## config.mk

```make
export PLATFORM = sky130hd
export DESIGN_NAME = key_debounce
export DESIGN_NICKNAME = d
export VERILOG_FILES = /design/src/rtl/key_pkg.sv /design/src/rtl/key_sync.sv /design/src/rtl/key_debounce.sv
export SDC_FILE = /design/constraint.sdc
export NUM_CORES = 1
export LEC_CHECK = 0
export BUFFER_PORTS_ARGS = -buffer_cell sky130_fd_sc_hd__buf_2
export CORE_MARGIN = 1
export CORE_UTILIZATION = 58
export CTS_BUF_LIST = sky130_fd_sc_hd__clkbuf_4 sky130_fd_sc_hd__clkbuf_8
export DETAILED_ROUTE_END_ITERATION = 16
export PLACE_DENSITY = 0.78
export SYNTH_ARGS = -nofsm -noshare
export SYNTH_HDL_FRONTEND = slang
export SYNTH_HIERARCHICAL = 1
export SYNTH_SLANG_ARGS = --single-unit
```

## constraint.sdc

```tcl
create_clock -name clk -period 2.2 [get_ports clk]
set_input_delay 0.44 -clock clk [delete_from_list [all_inputs] [get_ports clk]]
set_output_delay 0.44 -clock clk [all_outputs]
set_load 0.05 [all_outputs]
```

## src/rtl/key_pkg.sv

```systemverilog
// key_pkg: shared state encoding and default timing constants for the key debouncer.
package key_pkg;
    typedef enum logic [1:0] {IDLE, PRESS_FILTER, PRESSED, RELEASE_FILTER} key_state_t;
    localparam int DEF_DEBOUNCE_CYCLES = 1000000;
    localparam int DEF_LONG_CYCLES     = 50000000;
endpackage

```

## src/rtl/key_sync.sv

```systemverilog
// key_sync: STAGES-deep flop chain bringing an asynchronous input into the clk domain.
module key_sync #(
    parameter int   STAGES  = 2,
    parameter logic RST_VAL = 1'b0
) (
    input  logic clk,
    input  logic rst_n,
    input  logic d,
    output logic q
);
    logic [STAGES-1:0] ff;
    always_ff @(posedge clk or negedge rst_n)
        if (!rst_n) ff <= {STAGES{RST_VAL}};
        else        ff <= {ff[STAGES-2:0], d};
    assign q = ff[STAGES-1];
endmodule

```

## src/rtl/key_debounce.sv

```systemverilog
// key_debounce: synchronizes and debounces a push-button into a level plus press, release and long-press pulses.
module key_debounce import key_pkg::*; #(
    parameter int SYNC_STAGES     = 2,
    parameter int DEBOUNCE_CYCLES = DEF_DEBOUNCE_CYCLES,
    parameter int LONG_CYCLES     = DEF_LONG_CYCLES,
    parameter bit KEY_ACTIVE_LOW  = 1'b1
) (
    input  logic clk,
    input  logic rst_n,
    input  logic key,
    output logic key_level,
    output logic key_press,
    output logic key_release,
    output logic key_long
);
    localparam int DW = $clog2(DEBOUNCE_CYCLES);
    localparam int HW = $clog2(LONG_CYCLES);
    localparam logic [DW-1:0] D_LAST = DW'(DEBOUNCE_CYCLES - 1);
    localparam logic [HW-1:0] H_LAST = HW'(LONG_CYCLES - 1);

    key_state_t    state;
    logic [DW-1:0] dcnt;
    logic [HW-1:0] hcnt;
    logic          long_done;
    logic          key_s;
    logic          ks;

    key_sync #(.STAGES(SYNC_STAGES), .RST_VAL(KEY_ACTIVE_LOW)) u_sync (
        .clk(clk), .rst_n(rst_n), .d(key), .q(key_s)
    );

    assign ks = key_s ^ KEY_ACTIVE_LOW;

    // long_done keeps a saturated hcnt from re-firing key_long across release bounces
    always_ff @(posedge clk or negedge rst_n) begin
        if (!rst_n) begin
            state       <= IDLE;
            dcnt        <= '0;
            hcnt        <= '0;
            long_done   <= 1'b0;
            key_level   <= 1'b0;
            key_press   <= 1'b0;
            key_release <= 1'b0;
            key_long    <= 1'b0;
        end else begin
            key_press   <= 1'b0;
            key_release <= 1'b0;
            key_long    <= 1'b0;
            case (state)
                IDLE:
                    if (ks) begin
                        state <= PRESS_FILTER;
                        dcnt  <= '0;
                    end
                PRESS_FILTER:
                    if (!ks) state <= IDLE;
                    else if (dcnt == D_LAST) begin
                        state     <= PRESSED;
                        hcnt      <= '0;
                        long_done <= 1'b0;
                        key_press <= 1'b1;
                        key_level <= 1'b1;
                    end else dcnt <= dcnt + 1'b1;
                PRESSED:
                    if (!ks) begin
                        state <= RELEASE_FILTER;
                        dcnt  <= '0;
                    end else if (hcnt == H_LAST) begin
                        key_long  <= ~long_done;
                        long_done <= 1'b1;
                    end else hcnt <= hcnt + 1'b1;
                RELEASE_FILTER:
                    if (ks) state <= PRESSED;
                    else if (dcnt == D_LAST) begin
                        state       <= IDLE;
                        key_release <= 1'b1;
                        key_level   <= 1'b0;
                    end else dcnt <= dcnt + 1'b1;
                default: begin
                    state     <= IDLE;
                    key_level <= 1'b0;
                end
            endcase
        end
    end
endmodule

```

* Word level (Yosys, flattened, before mapping)
Index checks and enable logic that the tools add are counted.
Storage, ports and cells: bits in registers 55, input bits 3, output and inout bits 4, word-level logic and storage cells 71
Cells by class: $add $sub $neg 2, equal/unequal tests 16, mux-type cells 35, bitwise logic cells 1, reductions and logical operators 8
Operators by type and width (count):
- two-way mux 26 bit | 4
- two-way mux 20 bit | 5
- one-hot mux 20 bit (4 select lines) | 1
- one-hot mux 26 bit (2 select lines) | 1
- adder 26 x 1 -> 26 bit (second input constant) | 1
- == test 26 bit (second input constant) | 1
- adder 20 x 1 -> 20 bit (second input constant) | 1
- == test 20 bit (second input constant) | 1
- two-way mux 1 bit | 15
- AND reduction 5 bit | 3
- inequality test 2 bit (second input constant) | 7
- two-way mux 2 bit | 6
- one-hot mux 2 bit (4 select lines) | 1
- AND reduction 4 bit | 2
- == test 2 bit (second input constant) | 2
- inequality test 2 x 1 -> 1 bit (second input constant) | 2
- one-hot mux 1 bit (2 select lines) | 2
- nonzero test 2 bit | 2
- inequality test 3 x 2 -> 1 bit (second input constant) | 1
- inequality test 3 bit (second input constant) | 1
- == test 2 x 1 -> 1 bit (second input constant) | 1
- zero test 2 bit | 1
- inverter 1 bit | 1

* Depth between registers and ports, before layout
depth after elaboration 4, mapped depth 9, depth with buffers taken out 6

* By module
Netlist, hierarchy kept.
Modules (own cells, without submodules):
- key_debounce | times used 1, cells an instance 317, area an instance 3044.2 um^2, sequential area each 1326.3 um^2
- key_sync | times used 1, cells an instance 2, area an instance 52.6 um^2, sequential area each 52.6 um^2

* Worst setup path after synthesis
No wires, ideal clock.
kind flip-flop to flip-flop, from reg dcnt[0], to reg hcnt[11], setup time 124 ps, arrival 1959 ps, required time 2076 ps, slack 117 ps, stages on the path, launching flop included 9, path buffers 2, period minus slack after synthesis 2083 ps, path through dfrtp_1 > ha_1 > nand3_2 > nor4_4 > nand4_4 > and2_1 > buf_6 > buf_8 > a211o_1
Between the ends: cells in the longest elaborated chain, start to end 3
Ends and longest elaborated chain:
- start: declaration | line key_debounce.sv:22 | logic [DW-1:0] dcnt;
- start signal: assignment | line key_debounce.sv:63 | end else dcnt <= dcnt + 1'b1;
- start signal: assignment | line key_debounce.sv:78 | end else dcnt <= dcnt + 1'b1;
- == test 20 bit | line key_debounce.sv:57 | else if (dcnt == D_LAST) begin
- inequality test 2 bit (no source line)
- AND reduction 5 bit (no source line)
- end signal: assignment | line key_debounce.sv:71 | end else hcnt <= hcnt + 1'b1;
- end: declaration | line key_debounce.sv:23 | logic [HW-1:0] hcnt;
Every way passes these cells. A chain may end at the register's enable or synchronous reset.

* Worst setup path after layout
from reg hcnt[0], to reg hcnt[22]
Between the ends: cells in the longest elaborated chain, start to end 4, elaborated cells between the ends (all ways) 7, those cells by class 1 x add/sub; 2 x eq/ne; 3 x mux; 1 x reduce/logical
Ends and longest elaborated chain:
- adder 26 x 1 -> 26 bit | line key_debounce.sv:71
- two-way mux 26 bit | line key_debounce.sv:68 | end else if (hcnt == H_LAST) begin
- two-way mux 26 bit | line key_debounce.sv:65 | if (!ks) begin
- one-hot mux 26 bit (2 select lines) | line key_debounce.sv:49 | case (state)
Several ways; a longest one is shown, not always the timed one. The select of a mux whose other input is x is not followed.

==> flow_summary.toml <==
[logic_synthesis]
synth.area.top_cells = "sky130_fd_sc_hd__dfrtp_1, sky130_fd_sc_hd__nand3_1, sky130_fd_sc_hd__a21oi_1, sky130_fd_sc_hd__or4_1, sky130_fd_sc_hd__nand2_1"
synth.yosys.seq_area_share = 0.4453
synth-seq-cells = 55
synthesis.area_per_instance_um2 = 9.708
yosys_most_used_dff = "sky130_fd_sc_hd__dfrtp_1"
syn-cell-area_mm2 = 0.003097
post-synth-top-area-fraction = 0.4283
synth.largest_area_cell = "sky130_fd_sc_hd__dfrtp_1"
synthTopCellsByCount = "sky130_fd_sc_hd__dfrtp_1, sky130_fd_sc_hd__nand3_1, sky130_fd_sc_hd__a21oi_1, sky130_fd_sc_hd__nand2_1"
yosys.cell_count.top_type = "sky130_fd_sc_hd__dfrtp_1"
synth-edff-count = 0
synthesis.yosys.warnings = 6
synth_nets = 324
synth-async-reset-ratio = 1.000
yosys.cell_types.count = 59
synth_cells = 319

[setup_path]
worst_path_max_delay_cell = "sky130_fd_sc_hd__or3_2"
timing.rr.end = "hcnt[22]"
critical_path.max_stage_delay_ns = 0.48
critical_path_class = "flip-flop to flip-flop"
critical_path.top_delay_family = "simple AND/OR/NAND/NOR gates"
worst_r2r_path_depth = 6
critPathArrivalTime_ns = 2.25
critical_path.cell_chain = "ha_1 > and3_1 > nand3_1 > or3_2 > and3_2 > a211o_1"
crit_path_start_kind = "flip-flop"
register_to_register_path_setup_slack_ns = 0.15
r2r_start = "hcnt[0]"
crit_fanout = 5
cp.required_ns = 2.40
timing.critical_path.buf_inv = 0
end_kind = "flip-flop"

[grt]
grt_start_max_net_pins = 56
layer_with_the_highest_usage = "met2"
grt_first_pass_wirelength_um = 11590
grtUsageMet3 = 0.05221
initial_antenna_violation_count = 0
gr-usage-all-layers = 0.2735
met2_usage = 0.4284
first_global_vias = 2499
gr-usage-met1 = 0.3774
grt_remaining_overflow = 0

[clocking]
cts_buffer_depth = 2
cts_inserted_buffers = 5
cts_max_level = 2
clock_latency_at_the_later_pin_of_the_worst_skew_pair_ns = 0.31
path_clk_slew_ns = 0.10
post-cts-setup-buffer-count = 0
cts.sinks = 55
clock_tree.root_cell = "sky130_fd_sc_hd__clkbuf_8"
cts_tree = "done"

[sta]
finalCriticalPeriod_ns = 2.050
timing.setup.tns_ns = 0
timing_hold_violations_final = 0
worst_slew_pin_slew_ns = 0.6672
timing.final.max_slew_violations = 0
slew_headroom = 0.5536
achievable-frequency_mhz = 487.9
rsz_0062_raised_after_global_routing = "false"
fin_worst_skew_ns = 0.008567
finalSetupViolCount = 0
finalCritPeriodShare = 0.9317

[power]
power_density_mw_per_mm2 = 489.0
p_sw_mw = 0.3944
worst_vdd_drop_uv = 423.6
clock_power_frac = 0.332
leakagePower_nw = 1.574
intPower_mw = 1.292
power.share.sequential = 0.618
share_comb_of_total_power = 0.051
netSwitchingFraction = 0.2339

[placement]
io_buffers = 6
detailed_place_hpwl_um = 4593
number_of_cells_after_detailed_placement = 406
finalWeightedCongestion = 0.8189

[cells_and_area]
antennaDiodeCount = 0
layout-drive-gt1-share = 0.2006
nNetsFinal = 348
multiInputGateArea_mm2 = 0.001585
ff_latch_area_mm2 = 0.001379
layout.cells.non_filler = 414
area.growth.synth_to_final_pct = 11.35
nFillCells = 421

[detailed_routing]
drt.antenna.violating_nets = 0
detail_route.vias_per_cell = 6.302
router_iterations_before_antenna_repair = 4
wl_per_cell_um = 16.32
wl_um = 6758
drt_iter0_markers = 315
drt_drc_violations_left = 0
dr_total_vias = 2609

[floorplanning]
top_level_ports = 7
placement_rows = 26
die_y_um = 75.07
die_area_mm2 = 0.005636
initial_core_util = 0.6025
placeableCoreArea_mm2 = 0.005140
chipWidth_um = 75.07

[outcome]
result_of_the_run = "completed"

[worst_hold_path]
hold_class = "primary input to asynchronous set/reset pin"

[run]
max-cap-violations = 0
[kinds of logic after synthesis]
family	share of synthesized area
simple gates	0.2828
fa+ha+maj	0.008080
mux	0.008483
xor+xnor	0.008486
flops	0.4453
buf+inv	0.04929
compound gates	0.1976
[metal layers]
metal / part of all wire / wire (µm)
met3: 0.033 / 225
met4: 0.017 / 118
met2: 0.47 / 3200
met1: 0.48 / 3214
met5: 0 / 0
[registers in the layout (all words and copies together), names as in the netlist, named ones only]
register	flops
hcnt	26
dcnt	20
u_sync/ff	2
key_level	1
key_long	1
key_press	1
key_release	1
long_done	1
state	1
[worst reg2reg max path, stage by stage, from the launching register on]
cell and delay (ns):
sky130_fd_sc_hd__dfrtp_1 0.42, sky130_fd_sc_hd__ha_1 0.20, sky130_fd_sc_hd__and3_1 0.23, sky130_fd_sc_hd__nand3_1 0.13, sky130_fd_sc_hd__or3_2 0.48, sky130_fd_sc_hd__and3_2 0.22, sky130_fd_sc_hd__a211o_1 0.26
[final cells by class]
type                            instances  share of cell area
Timing Repair Buffer                   34             0.08055
Clock inverter                          2            0.003628
Tap cell                               70             0.02540
Clock buffer                            6             0.02213
Multi-Input combinational cell        239              0.4597
Inverter                                8            0.008708
Sequential cell                        55              0.3999
[repair_timing]
item / in CTS / in global routing
endpoints found under the setup margin: 0 / 13
resized for setup: 0 / 3
hold buffers: 0 / 0
[placed cells by master, fill, tap and decap left out, types with 8 or more instances in the layout]
| cell | n |
|---|---|
| sky130_fd_sc_hd__and3_1 | 13 |
| sky130_fd_sc_hd__nand4_1 | 10 |
| sky130_fd_sc_hd__nand3_1 | 26 |
| sky130_fd_sc_hd__inv_1 | 8 |
| sky130_fd_sc_hd__dfrtp_1 | 53 |
| sky130_fd_sc_hd__or4_1 | 14 |
| sky130_fd_sc_hd__buf_4 | 25 |
| sky130_fd_sc_hd__or3_1 | 8 |
| sky130_fd_sc_hd__o31ai_1 | 9 |
| sky130_fd_sc_hd__o21ai_0 | 14 |
| sky130_fd_sc_hd__nand2_1 | 22 |
| sky130_fd_sc_hd__nor3_1 | 12 |
| sky130_fd_sc_hd__nor2_1 | 10 |
| sky130_fd_sc_hd__a21oi_1 | 23 |
[worst max-delay path by stage]
stage	startpoint	slack, ns	endpoint	cells after the start
finish	hcnt[0]	0.15	hcnt[22]	6
detailed placement	dcnt[0]	0.15	dcnt[12]	6
floorplan	dcnt[0]	0.12	hcnt[11]	8
global route	dcnt[0]	0.01	hcnt[15]	7
global placement	hcnt[9]	0.16	hcnt[23]	7
CTS	dcnt[0]	0.12	dcnt[12]	6
[power groups by stage]
stage               Combinational (mW)  Clock (mW)  Sequential, mW
floorplan                       0.0376           0            1.06
global placement                0.0817           0            1.06
detailed placement              0.0854           0            1.06
CTS                             0.0855       0.575            1.04
global route                    0.0967       0.608            1.04
finish                          0.0855       0.559            1.04
[per-stage QoR]
stage               instance area (µm²)  worst slack (ns)  utilization  power, mW  hold WS [ns]
floorplan                          3097            0.1166            -      1.097        0.1444
CTS                                3428            0.1247       0.6670      1.701        0.1254
global placement                   3339            0.1566       0.6497      1.141        0.3464
global route                       3448           0.01176       0.6709      1.749        0.1376
finish                             3448            0.1502       0.6709      1.686        0.1192
detailed placement                 3339            0.1505       0.6497      1.147        0.3482
(Power assumes the default switching activity.)
